### config.mk
export PLATFORM = sky130hd
export DESIGN_NAME = wts_timer_scheduler
export DESIGN_NICKNAME = d
export VERILOG_FILES = /design/src/rtl/wts_timer_scheduler.sv
export SDC_FILE = /design/constraint.sdc
export NUM_CORES = 1
export LEC_CHECK = 0
export CORE_MARGIN = 3
export CORE_UTILIZATION = 50
export CTS_CLUSTER_DIAMETER = 50
export DETAILED_ROUTE_END_ITERATION = 12
export PLACE_DENSITY = 0.69
export SETUP_SLACK_MARGIN = 0.5
export SLEW_MARGIN = 0
export SYNTH_ARGS = -nofsm -noshare
export SYNTH_HDL_FRONTEND = slang
export SYNTH_SLANG_ARGS = --single-unit
### constraint.sdc
create_clock -name clk -period 3.1 [get_ports clk]
set_clock_uncertainty 0.2 [all_clocks]
set_input_delay 0.465 -clock clk [delete_from_list [all_inputs] [get_ports clk]]
set_output_delay 0.465 -clock clk [all_outputs]
set_load 0.005 [all_outputs]
### src/rtl/wts_timer_scheduler.sv
// Two independent tick-driven down-counting timers that emit indexed one-cycle expiry pulses.
// The trigger is registered one clock after the expiring tick. Start/stop/repeat are set through CONTROL.
module wts_timer_scheduler (
  input  logic       clk,
  input  logic       nreset,
  input  logic       tick,
  input  logic       reg_wr,
  input  logic [1:0] reg_address,
  input  logic [7:0] reg_wdata,
  output logic       timer1_trigger,
  output logic       timer2_trigger,
  output logic [6:0] timer1_address,
  output logic [6:0] timer2_address,
  output logic       timer1_running,
  output logic       timer2_running
);

  typedef enum logic {IDLE = 1'b0, RUN = 1'b1} state_t;

  state_t     state     [2];
  logic [7:0] period    [2];
  logic [7:0] count     [2];
  logic [6:0] event_cnt [2];
  logic [6:0] addr_q    [2];
  logic       rep       [2];
  logic       trig_q    [2];

  logic       ctl_wr;
  logic       start     [2];
  logic       stop      [2];
  logic       expire    [2];
  logic       rep_nx    [2];
  logic [7:0] period_nx [2];

  assign ctl_wr = reg_wr && (reg_address == 2'd2);

  // Stop dominates start; a start or stop in an expiring cycle swallows the expiry.
  always_comb begin
    for (int n = 0; n < 2; n++) begin
      start[n]     = ctl_wr && reg_wdata[4*n] && !reg_wdata[4*n+1];
      stop[n]      = ctl_wr && reg_wdata[4*n+1];
      rep_nx[n]    = ctl_wr ? reg_wdata[4*n+2] : rep[n];
      period_nx[n] = (reg_wr && (reg_address == 2'(n))) ? reg_wdata : period[n];
      expire[n]    = (state[n] == RUN) && tick && (count[n] == 8'd1) && !start[n] && !stop[n];
    end
  end

  // A count of 0 decrements through 255, so period 0 lasts 256 ticks.
  always_ff @(posedge clk or negedge nreset) begin
    if (!nreset) begin
      for (int n = 0; n < 2; n++) begin
        state[n]     <= IDLE;
        period[n]    <= 8'd0;
        count[n]     <= 8'd0;
        event_cnt[n] <= 7'd0;
        addr_q[n]    <= 7'd0;
        rep[n]       <= 1'b0;
        trig_q[n]    <= 1'b0;
      end
    end else begin
      for (int n = 0; n < 2; n++) begin
        period[n] <= period_nx[n];
        rep[n]    <= rep_nx[n];
        trig_q[n] <= expire[n];
        if (stop[n]) begin
          state[n] <= IDLE;
        end else if (start[n]) begin
          state[n]     <= RUN;
          count[n]     <= period_nx[n];
          event_cnt[n] <= 7'd0;
        end else if (expire[n]) begin
          addr_q[n]    <= event_cnt[n];
          event_cnt[n] <= event_cnt[n] + 7'd1;
          if (rep_nx[n]) count[n] <= period_nx[n];
          else           state[n] <= IDLE;
        end else if ((state[n] == RUN) && tick) begin
          count[n] <= count[n] - 8'd1;
        end
      end
    end
  end

  assign timer1_trigger = trig_q[0];
  assign timer2_trigger = trig_q[1];
  assign timer1_address = addr_q[0];
  assign timer2_address = addr_q[1];
  assign timer1_running = (state[0] == RUN);
  assign timer2_running = (state[1] == RUN);

endmodule

==> flow_summary.yaml, run 1 <==
outcome:
  status: "complete, no violations"
finish:
  multi_input_area_um2: 1570
  seq_area_um2: 1650
  area_growth_pct: 19.2
  insertedDiodeCount: 0
  fillers: 506
  drive_gt1_frac: 0.221
  fin_nets: 351
  fin_cells: 410
clocking:
  cts_tree: "done"
  clock_sinks: 66
  ctsRootBufferMaster: "clkbuf_8"
  clock_latency_ps: 340
  clockBufferDepth: 2
  clk_pin_slew_worst_paths_ps: 70
  h-tree-depth: 3
  cts_buffers: 9
place:
  post-place-cells: 394
  dp_slack_ps: 287
  place_congestion: 0.824
  hpwlAfterDp_um: 4750
  numPortBuffers: 31
detailed_routing:
  viasPerCell: 5.85
  dr.first_iter.drc_count: 79
  wl_per_cell_um: 16.8
  route.vias.total: 2398
  ant_nets: 0
  drc_errors: 0
  totalWireLength_um: 6900
  drt_first_pass_iters: 4
floorplanning:
  die_y_um: 87.2
  start_util: 0.534
  die_area_um2: 7600
  die_x_um: 87.2
  core_region_area_um2: 6170
  io_pins: 32
  rows: 28
worst_setup_path:
  reg2reg_depth: 5
  cp.arrival_ps: 2470
  critPathCaptureType: "flop"
  cp_max_fo: 8
  r2r-start: "count[11]$_DFFE_PN0P_"
  start_kind: "input pin"
  crit_start: "reg_address[0]"
  r2r-end: "count[11]$_DFFE_PN0P_"
  r2r_slack_ps: 740
  cp.required_ps: 3160
  cp-endpoint: "count[0]$_DFFE_PN0P_"
  worstSetupPathType: "input pin to flop"
sta:
  relSlewSlack: 0.691
  finalSetupViolCount: 0
  drv_slew: 0
  whs_ps: 298
  finalSetupTns_ps: 0
  hold_violations: 0
  final.min_clock_period_ps: 2420
  tightest_slew_ps: 463
  finalWorstSetupSlack_ps: 685
  fmax_mhz: 414
  rsz0062_at_grt: "false"
  period_share: 0.779
logic_synthesis:
  synth_top_area_frac: 0.501
  synth_seq_area_share: 0.501
  syn-cell-area_um2: 3300
  ys_warn_count: 0
  synth_fp_nets: 308
  synth_edf_count: 0
  ys_types: 52
  synth.top_cells.by_count: "66 x dfrtp_1, 35 x mux2_2, 19 x nor2_1"
  ys_ff_latch: 66
  yosys_most_used_dff: "dfrtp_1"
  synthCells: 288
  avgSynthCellArea_um2: 11.4
  synth_area_leader_cell: "dfrtp_1"
  yosysMostFrequentCell: "dfrtp_1"
  async_reset_ff_frac: 1.00
  yosys-top-cells-area: "dfrtp_1 50%, mux2_2 12%, o21ai_0 2.6%"
pwr:
  cellPowerDensity_nw_per_um2: 655
  p_total_mw: 2.57
  p_leak_nw: 1.69
  ir_drop_v: 0.000326
global_routing:
  grt_max_degree: 67
  grt-ovfl-total: 0
  grt_pass1_wl_um: 11600
  grt_pass1_vias: 2410
  grt.total_usage: 0.198
  grt_antenna_before_repair: 0
flow_run:
  maxCapViolCount: 0
min_path:
  hp-class: "flop to flop"
routing by layer:
metal	GRT usage	wire, um	up-vias
met5	0	0	-
met4	0.0976	160	0
met3	0.0445	215	14
met2	0.286	3060	46
met1	0.282	3460	1185
li1	-	-	1153
power by group:
part	switching [mW]	total [mW]	internal, mW	leakage [nW]
sequential	0.187	1.23	1.04	0.849
combinational	0.328	0.660	0.332	0.740
clock	0.312	0.683	0.371	0.101
through the flow:
stage	area [um^2]	util
3_3_place_gp	3720	0.603
2_1_floorplan	3300	-
6_report	3930	0.637
5_1_grt	3930	0.637
4_1_cts	3920	0.635
3_5_place_dp	3720	0.603
placed cells by master, fill, tap and decap left out, types with 3 or more instances in the layout:
cell	instances
a21oi_1	5
buf_4	9
o2bb2ai_1	3
nor3_1	14
or3_1	3
dfrtp_1	66
o2111ai_1	3
nor2_1	19
nand2_1	15
clkbuf_8	13
o211ai_1	4
inv_1	7
clkdlybuf4s50_1	30
nor4_1	7
o21ai_0	17
nand3_1	10
ha_1	6
a22o_1	5
mux2_2	35
mux2i_1	8
xor2_1	6
xnor2_1	4
worst min path at each step:
stage	startpoint	endpoint	cells past startpoint
2_1_floorplan	nreset	count[0]$_DFFE_PN0P_	0
3_3_place_gp	rep[0]$_DFF_PN0_	rep[0]$_DFF_PN0_	2
3_5_place_dp	rep[0]$_DFF_PN0_	rep[0]$_DFF_PN0_	2
4_1_cts	period[6]$_DFF_PN0_	period[6]$_DFF_PN0_	1
5_1_grt	period[1]$_DFF_PN0_	period[1]$_DFF_PN0_	1
6_report	rep[0]$_DFF_PN0_	rep[0]$_DFF_PN0_	2
what timing repair did:
| item | 4_1_cts | 5_1_grt |
|---|---|---|
| endpoints found under the hold margin | 66 | 0 |
| hold buffers | 1 | 0 |
| endpoints found under the setup margin | 0 | 7 |
| gates resized for setup | 0 | 3 |
| buffers inserted | 0 | 0 |
cell type report:
type	count	area share
well taps	75	0.0239
clock buffers	13	0.0455
inverters	7	0.00669
clock inverters	2	0.00255
multi-input cells	205	0.398
repair buffers	42	0.103
flip-flops and latches	66	0.420
cell families after synthesis:
logic type | synth area share
AO/OA/AOI/OAI | 0.118
flip-flops | 0.501
AND/OR/NAND/NOR | 0.159
buffers and inverters | 0.0281
multiplexers | 0.144
adder cells (fa/ha/maj) | 0.0228
XOR/XNOR | 0.0266
worst max-delay path: stages:
cell	delay, ps
clkdlybuf4s50_1	490
nand3b_1	390
nor3b_4	290
buf_4	190
o221ai_1	150
or3_1	390
o211ai_1	100
sequential cells by signal, indices dropped and copies added (netlist names):
| signal | cells |
|---|---|
| count | 16 |
| event_cnt | 14 |
| period | 16 |
| rep | 2 |
| timer1_address | 7 |
| timer1_running | 1 |
| timer1_trigger | 1 |
| timer2_address | 7 |
| timer2_running | 1 |
| timer2_trigger | 1 |
No activity file was read; power rests on OpenSTA's default activity.
==> run 2, diff against run 1 <==
--- a/config.mk
+++ b/config.mk
@@ -9,7 +9,7 @@
 export CORE_UTILIZATION = 50
 export CTS_CLUSTER_DIAMETER = 50
 export DETAILED_ROUTE_END_ITERATION = 12
-export PLACE_DENSITY = 0.69
+export PLACE_DENSITY = 0.72
 export SETUP_SLACK_MARGIN = 0.5
 export SLEW_MARGIN = 0
 export SYNTH_ARGS = -nofsm -noshare
==> constraint.sdc (replaced) <==
create_clock -name clk -period 2 [get_ports clk]
set_clock_uncertainty 0.2 [all_clocks]
set_input_delay 0.3 -clock clk [delete_from_list [all_inputs] [get_ports clk]]
set_output_delay 0.3 -clock clk [all_outputs]
set_load 0.005 [all_outputs]
==> flow_summary.yaml, run 2 (synthesis results as in run 1) <==
worst_setup_path:
  cp.required_ps: 2040
  cp_max_fo: 4
  cpPeakStageDelay_ps: 400
  crit_path_top_delay_cell: "or3_4"
  reg2reg_depth: 7
  critPathCaptureType: "flop"
  cp_cell_sequence: "or3_4, buf_6, nor4_4, buf_4, nor2_4, mux2_4, a22o_1"
  cp.arrival_ps: 2250
  worstSetupPathType: "flop to flop"
  start_kind: "flop"
global_routing:
  grt_pass1_vias: 2945
  grt_max_degree: 67
  grt_pass1_wl_um: 14900
  grt-ovfl-total: 0
  grt_antenna_before_repair: 0
  grt.total_usage: 0.256
clocking:
  clockBufferDepth: 2
  h-tree-depth: 3
  ctsRootBufferMaster: "clkbuf_8"
  clock_latency_ps: 350
  clock_sinks: 66
  cts_buffers: 9
  cts_tree: "done"
  clk_pin_slew_worst_paths_ps: 70
pwr:
  ir_drop_v: 0.000973
  p_leak_nw: 2.34
  cellPowerDensity_nw_per_um2: 982
place:
  place_congestion: 0.897
  numPortBuffers: 31
  post-place-cells: 444
  hpwlAfterDp_um: 5530
floorplanning:
  start_util: 0.534
  die_x_um: 87.2
  rows: 28
  core_region_area_um2: 6170
  io_pins: 32
  die_area_um2: 7600
  die_y_um: 87.2
detailed_routing:
  dr.first_iter.drc_count: 262
  route.vias.total: 2980
  drt_first_pass_iters: 5
  wl_per_cell_um: 19.6
  totalWireLength_um: 9810
  drc_errors: 0
  ant_nets: 0
  viasPerCell: 5.95
sta:
  relSlewSlack: 0.720
  tightest_slew_ps: 416
  rsz0062_at_grt: "true"
  fmax_mhz: 452
  hold_violations: 0
  drv_slew: 0
  finalSetupTns_ps: -2820
  final.min_clock_period_ps: 2210
  period_share: 1.11
  finalSetupViolCount: 29
  finalWorstSetupSlack_ps: -215
outcome:
  violations: "negative setup slack"
  status: "finished with violations"
finish:
  reg_top3: "count: 16 flops, period: 16 flops, event_cnt: 14 flops"
  layout_common_cells: "68 x buf_4, 66 x dfrtp_1, 27 x buf_6, 18 x mux2_2, 18 x nor2_1"
  insertedDiodeCount: 0
  layout_commonest_cell: "buf_4"
  fin_cells: 501
  drive_gt1_frac: 0.484
  area_growth_pct: 55.7
  fin_util: 0.832
  fin_nets: 442
flow_run:
  maxCapViolCount: 0
min_path:
  hp-class: "input pin to async pin"
==> run 2: cell types whose count changed in the layout (fill, tap and decap cells not counted), sizes merged <==
cell and change:
buf +91, clkdlybuf4s50 -21, clkdlybuf4s15 +9, dlygate4sd2 +9, bufinv +2, clkinvlp +2
and2 +1, clkbuf -1, clkinv -1
==> run 2: routing by layer <==
layer / up-vias / routed length (um) / global-route usage
li1: 1337 / - / -
met1: 1491 / 4130 / 0.349
met2: 124 / 4930 / 0.409
met3: 28 / 467 / 0.0322
met4: 0 / 281 / 0.113
met5: - / 0 / 0
==> run 2: per-stage QoR <==
step / hold WS, ps / area, um^2 / worst slack [ps] / power [mW]
2_1_floorplan: -196 / 3430 / -164 / 2.67
3_3_place_gp: 144 / 4220 / -413 / 3.28
3_5_place_dp: 146 / 4220 / -466 / 3.33
4_1_cts: 303 / 4860 / -148 / 4.72
5_1_grt: 321 / 5130 / -283 / 5.27
6_report: 307 / 5130 / -215 / 5.04
==> run 2: timing repair <==
action,CTS,global route
hold buffers,1,0
setup buffers,21,18
pin swaps,23,20
gates cloned,2,0
endpoints found under the hold margin,66,0
gates resized for setup,92,40
setup endpoints to repair,82,64
==> run 2: power breakdown <==
| group | leakage, nW | internal (mW) | total [mW] | switching, mW |
|---|---|---|---|---|
| Sequential | 0.849 | 1.62 | 1.84 | 0.229 |
| Clock | 0.0984 | 0.693 | 1.23 | 0.538 |
| Combinational | 1.39 | 1.04 | 1.96 | 0.926 |
==> run 2: final timing paths <==
check / slack (ps) / to / startpoint
worst min register to register: 310 / period[4]$_DFF_PN0_ / period[4]$_DFF_PN0_
min in group clk: 310 / period[4]$_DFF_PN0_ / period[4]$_DFF_PN0_
worst min-delay path: 310 / count[0]$_DFFE_PN0P_ / nreset
max in group asynchronous: 1000 / count[11]$_DFFE_PN0P_ / nreset
worst max-delay path: -210 / count[12]$_DFFE_PN0P_ / count[11]$_DFFE_PN0P_
worst max register to register: -210 / count[12]$_DFFE_PN0P_ / count[11]$_DFFE_PN0P_
==> run 2: worst max-delay path: cells and delay by family (launching register included) <==
kind	cells	cell delay, ps
mux	1	310
compound gates	1	200
buf+inv	2	340
simple gates	3	670
flops	1	390
==> run 2: final cells by class <==
class | instances | area (um^2)
fill | 322 | 1030
sequential | 66 | 1650
clock inverter | 5 | 80.1
inverter | 7 | 26.3
multi-input combinational | 206 | 1930
tap | 75 | 93.8
clock buffer | 10 | 128
timing repair buffer | 132 | 1220
==> run 3, diff against run 2 <==
--- a/config.mk
+++ b/config.mk
@@ -5,6 +5,7 @@
 export SDC_FILE = /design/constraint.sdc
 export NUM_CORES = 1
 export LEC_CHECK = 0
+export CORE_ASPECT_RATIO = 0.6
 export CORE_MARGIN = 3
 export CORE_UTILIZATION = 50
 export CTS_CLUSTER_DIAMETER = 50
==> flow_summary.yaml, run 3 (synthesis results as in run 1) <==
worst_setup_path:
  reg2reg_depth: 9
  r2r_slack_ps: -140
  r2r-start: "count[9]$_DFFE_PN0P_"
  cp_max_fo: 5
  r2r-end: "count[12]$_DFFE_PN0P_"
  cp.required_ps: 2050
  critPathCaptureType: "flop"
  start_kind: "flop"
  worstSetupPathType: "flop to flop"
  cp.arrival_ps: 2190
pwr:
  pwr-share-comb: 0.392
  cellPowerDensity_nw_per_um2: 1040
  seq_power_share: 0.347
  swShare: 0.322
  ir_drop_v: 0.000741
  p_total_mw: 5.29
  p_switching_mw: 1.70
  pwr-share-clk: 0.261
  p_leak_nw: 2.29
  internal-power_mw: 3.59
min_path:
  min_from: "reg_address[1]"
  hp-class: "input pin to flop"
  whs_path_depth: 4
  holdPathEnd: "timer1_running$_DFFE_PN0P_"
finish:
  reg_top3: "count: 16 flops, period: 16 flops, event_cnt: 14 flops"
  layout_commonest_cell: "buf_4"
  layout_common_cells: "73 x buf_4, 66 x dfrtp_1, 18 x mux2_2, 18 x nor2_1"
  fin_cells: 508
  multi_input_area_um2: 1900
  area_growth_pct: 55.0
  insertedDiodeCount: 0
  final_area_um2: 5110
  drive_gt1_frac: 0.483
  seq_area_um2: 1650
  fin_nets: 439
  fillers: 352
outcome:
  status: "finished with violations"
  violations: "negative setup slack"
floorplanning:
  rows: 22
  core_region_area_um2: 6250
  start_util: 0.527
  io_pins: 32
  die_y_um: 68.9
  die_x_um: 111
  die_area_um2: 7630
sta:
  finalWorstSetupSlack_ps: -135
  relSlewSlack: 0.718
  finalSetupViolCount: 27
  fmax_mhz: 468
  period_share: 1.07
  tightest_slew_ps: 419
  hold_violations: 0
  rsz0062_at_grt: "true"
  finalSetupTns_ps: -1610
  drv_slew: 0
  final.min_clock_period_ps: 2140
clocking:
  h-tree-depth: 3
  clock_latency_ps: 370
  cts_tree: "done"
  clk_pin_slew_worst_paths_ps: 80
  clock_sinks: 66
  cts_buffers: 9
  clockBufferDepth: 2
  ctsRootBufferMaster: "clkbuf_8"
detailed_routing:
  ant_nets: 0
  dr.first_iter.drc_count: 195
  route.vias.total: 2895
  wl_per_cell_um: 18.7
  viasPerCell: 5.70
  drt_first_pass_iters: 4
  drc_errors: 0
  totalWireLength_um: 9480
place:
  post-place-cells: 456
  detailed_place.area_um2: 4260
  hpwlAfterDp_um: 5760
  numPortBuffers: 31
  place_congestion: 0.850
global_routing:
  grt-ovfl-total: 0
  grt_max_degree: 67
  grt_pass1_wl_um: 14600
  grt.total_usage: 0.251
  met1_usage: 0.329
  use_met2: 0.406
  met3_usage: 0.0715
  grt_pass1_vias: 2877
  grt_antenna_before_repair: 0
  top_usage_layer: "met2"
flow_run:
  maxCapViolCount: 0
run 3: what timing repair did:
action / CTS / global route
gates cloned: 3 / 0
setup buffers: 24 / 8
hold buffers: 1 / 0
resized for setup: 81 / 42
endpoints found under the hold margin: 66 / 0
setup endpoints to repair: 82 / 60
pin swaps: 14 / 20
run 3: worst max-delay path by stage:
| stage | startpoint | end | slack, ps | cells past startpoint |
|---|---|---|---|---|
| 2_1_floorplan | count[12]$_DFFE_PN0P_ | count[10]$_DFFE_PN0P_ | -160 | 6 |
| 3_3_place_gp | reg_wr | count[11]$_DFFE_PN0P_ | -370 | 6 |
| 3_5_place_dp | reg_address[1] | count[10]$_DFFE_PN0P_ | -430 | 6 |
| 4_1_cts | count[9]$_DFFE_PN0P_ | count[11]$_DFFE_PN0P_ | -130 | 9 |
| 5_1_grt | count[9]$_DFFE_PN0P_ | count[12]$_DFFE_PN0P_ | -230 | 9 |
| 6_report | count[9]$_DFFE_PN0P_ | count[12]$_DFFE_PN0P_ | -140 | 9 |
run 3: per-stage QoR:
| stage | hold WS [ps] | setup WS (ps) | util |
|---|---|---|---|
| after detailed placement | 145 | -434 | 0.681 |
| after CTS | 290 | -132 | 0.780 |
| after floorplan | -196 | -164 | - |
| after global placement | 144 | -368 | 0.681 |
| final | 273 | -135 | 0.818 |
| after global routing | 302 | -227 | 0.818 |
run 3: per-layer routing:
metal  up-vias  part of all wire
met1      1462              0.45
met3        17             0.067
met5         -                 0
li1       1326                 -
met2        90              0.47
met4         0             0.016
run 3: layout make-up:
class | count | area share
clock buffers | 9 | 0.0242
repair buffers | 129 | 0.231
clock inverters | 7 | 0.0230
well taps | 84 | 0.0206
flip-flops and latches | 66 | 0.323
multi-input cells | 206 | 0.373
inverters | 7 | 0.00514
run 3: critical path, stage by stage (launching register included):
cell and delay (ps):
dfrtp_1 390, inv_2 80, ha_4 120, nand4b_1 120, buf_4 180, nor4_4 220
buf_4 190, nor2_4 50, mux2_4 310, a22o_1 170
run 3: power by group through the flow:
stage               registers (mW)  logic (mW)  clock network (mW)
floorplan                     1.86       0.813                   0
global placement              1.81        1.55                   0
detailed placement            1.82        1.59                   0
CTS                           1.81        1.85                1.40
global route                  1.87        2.24                1.46
finish                        1.83        2.08                1.38
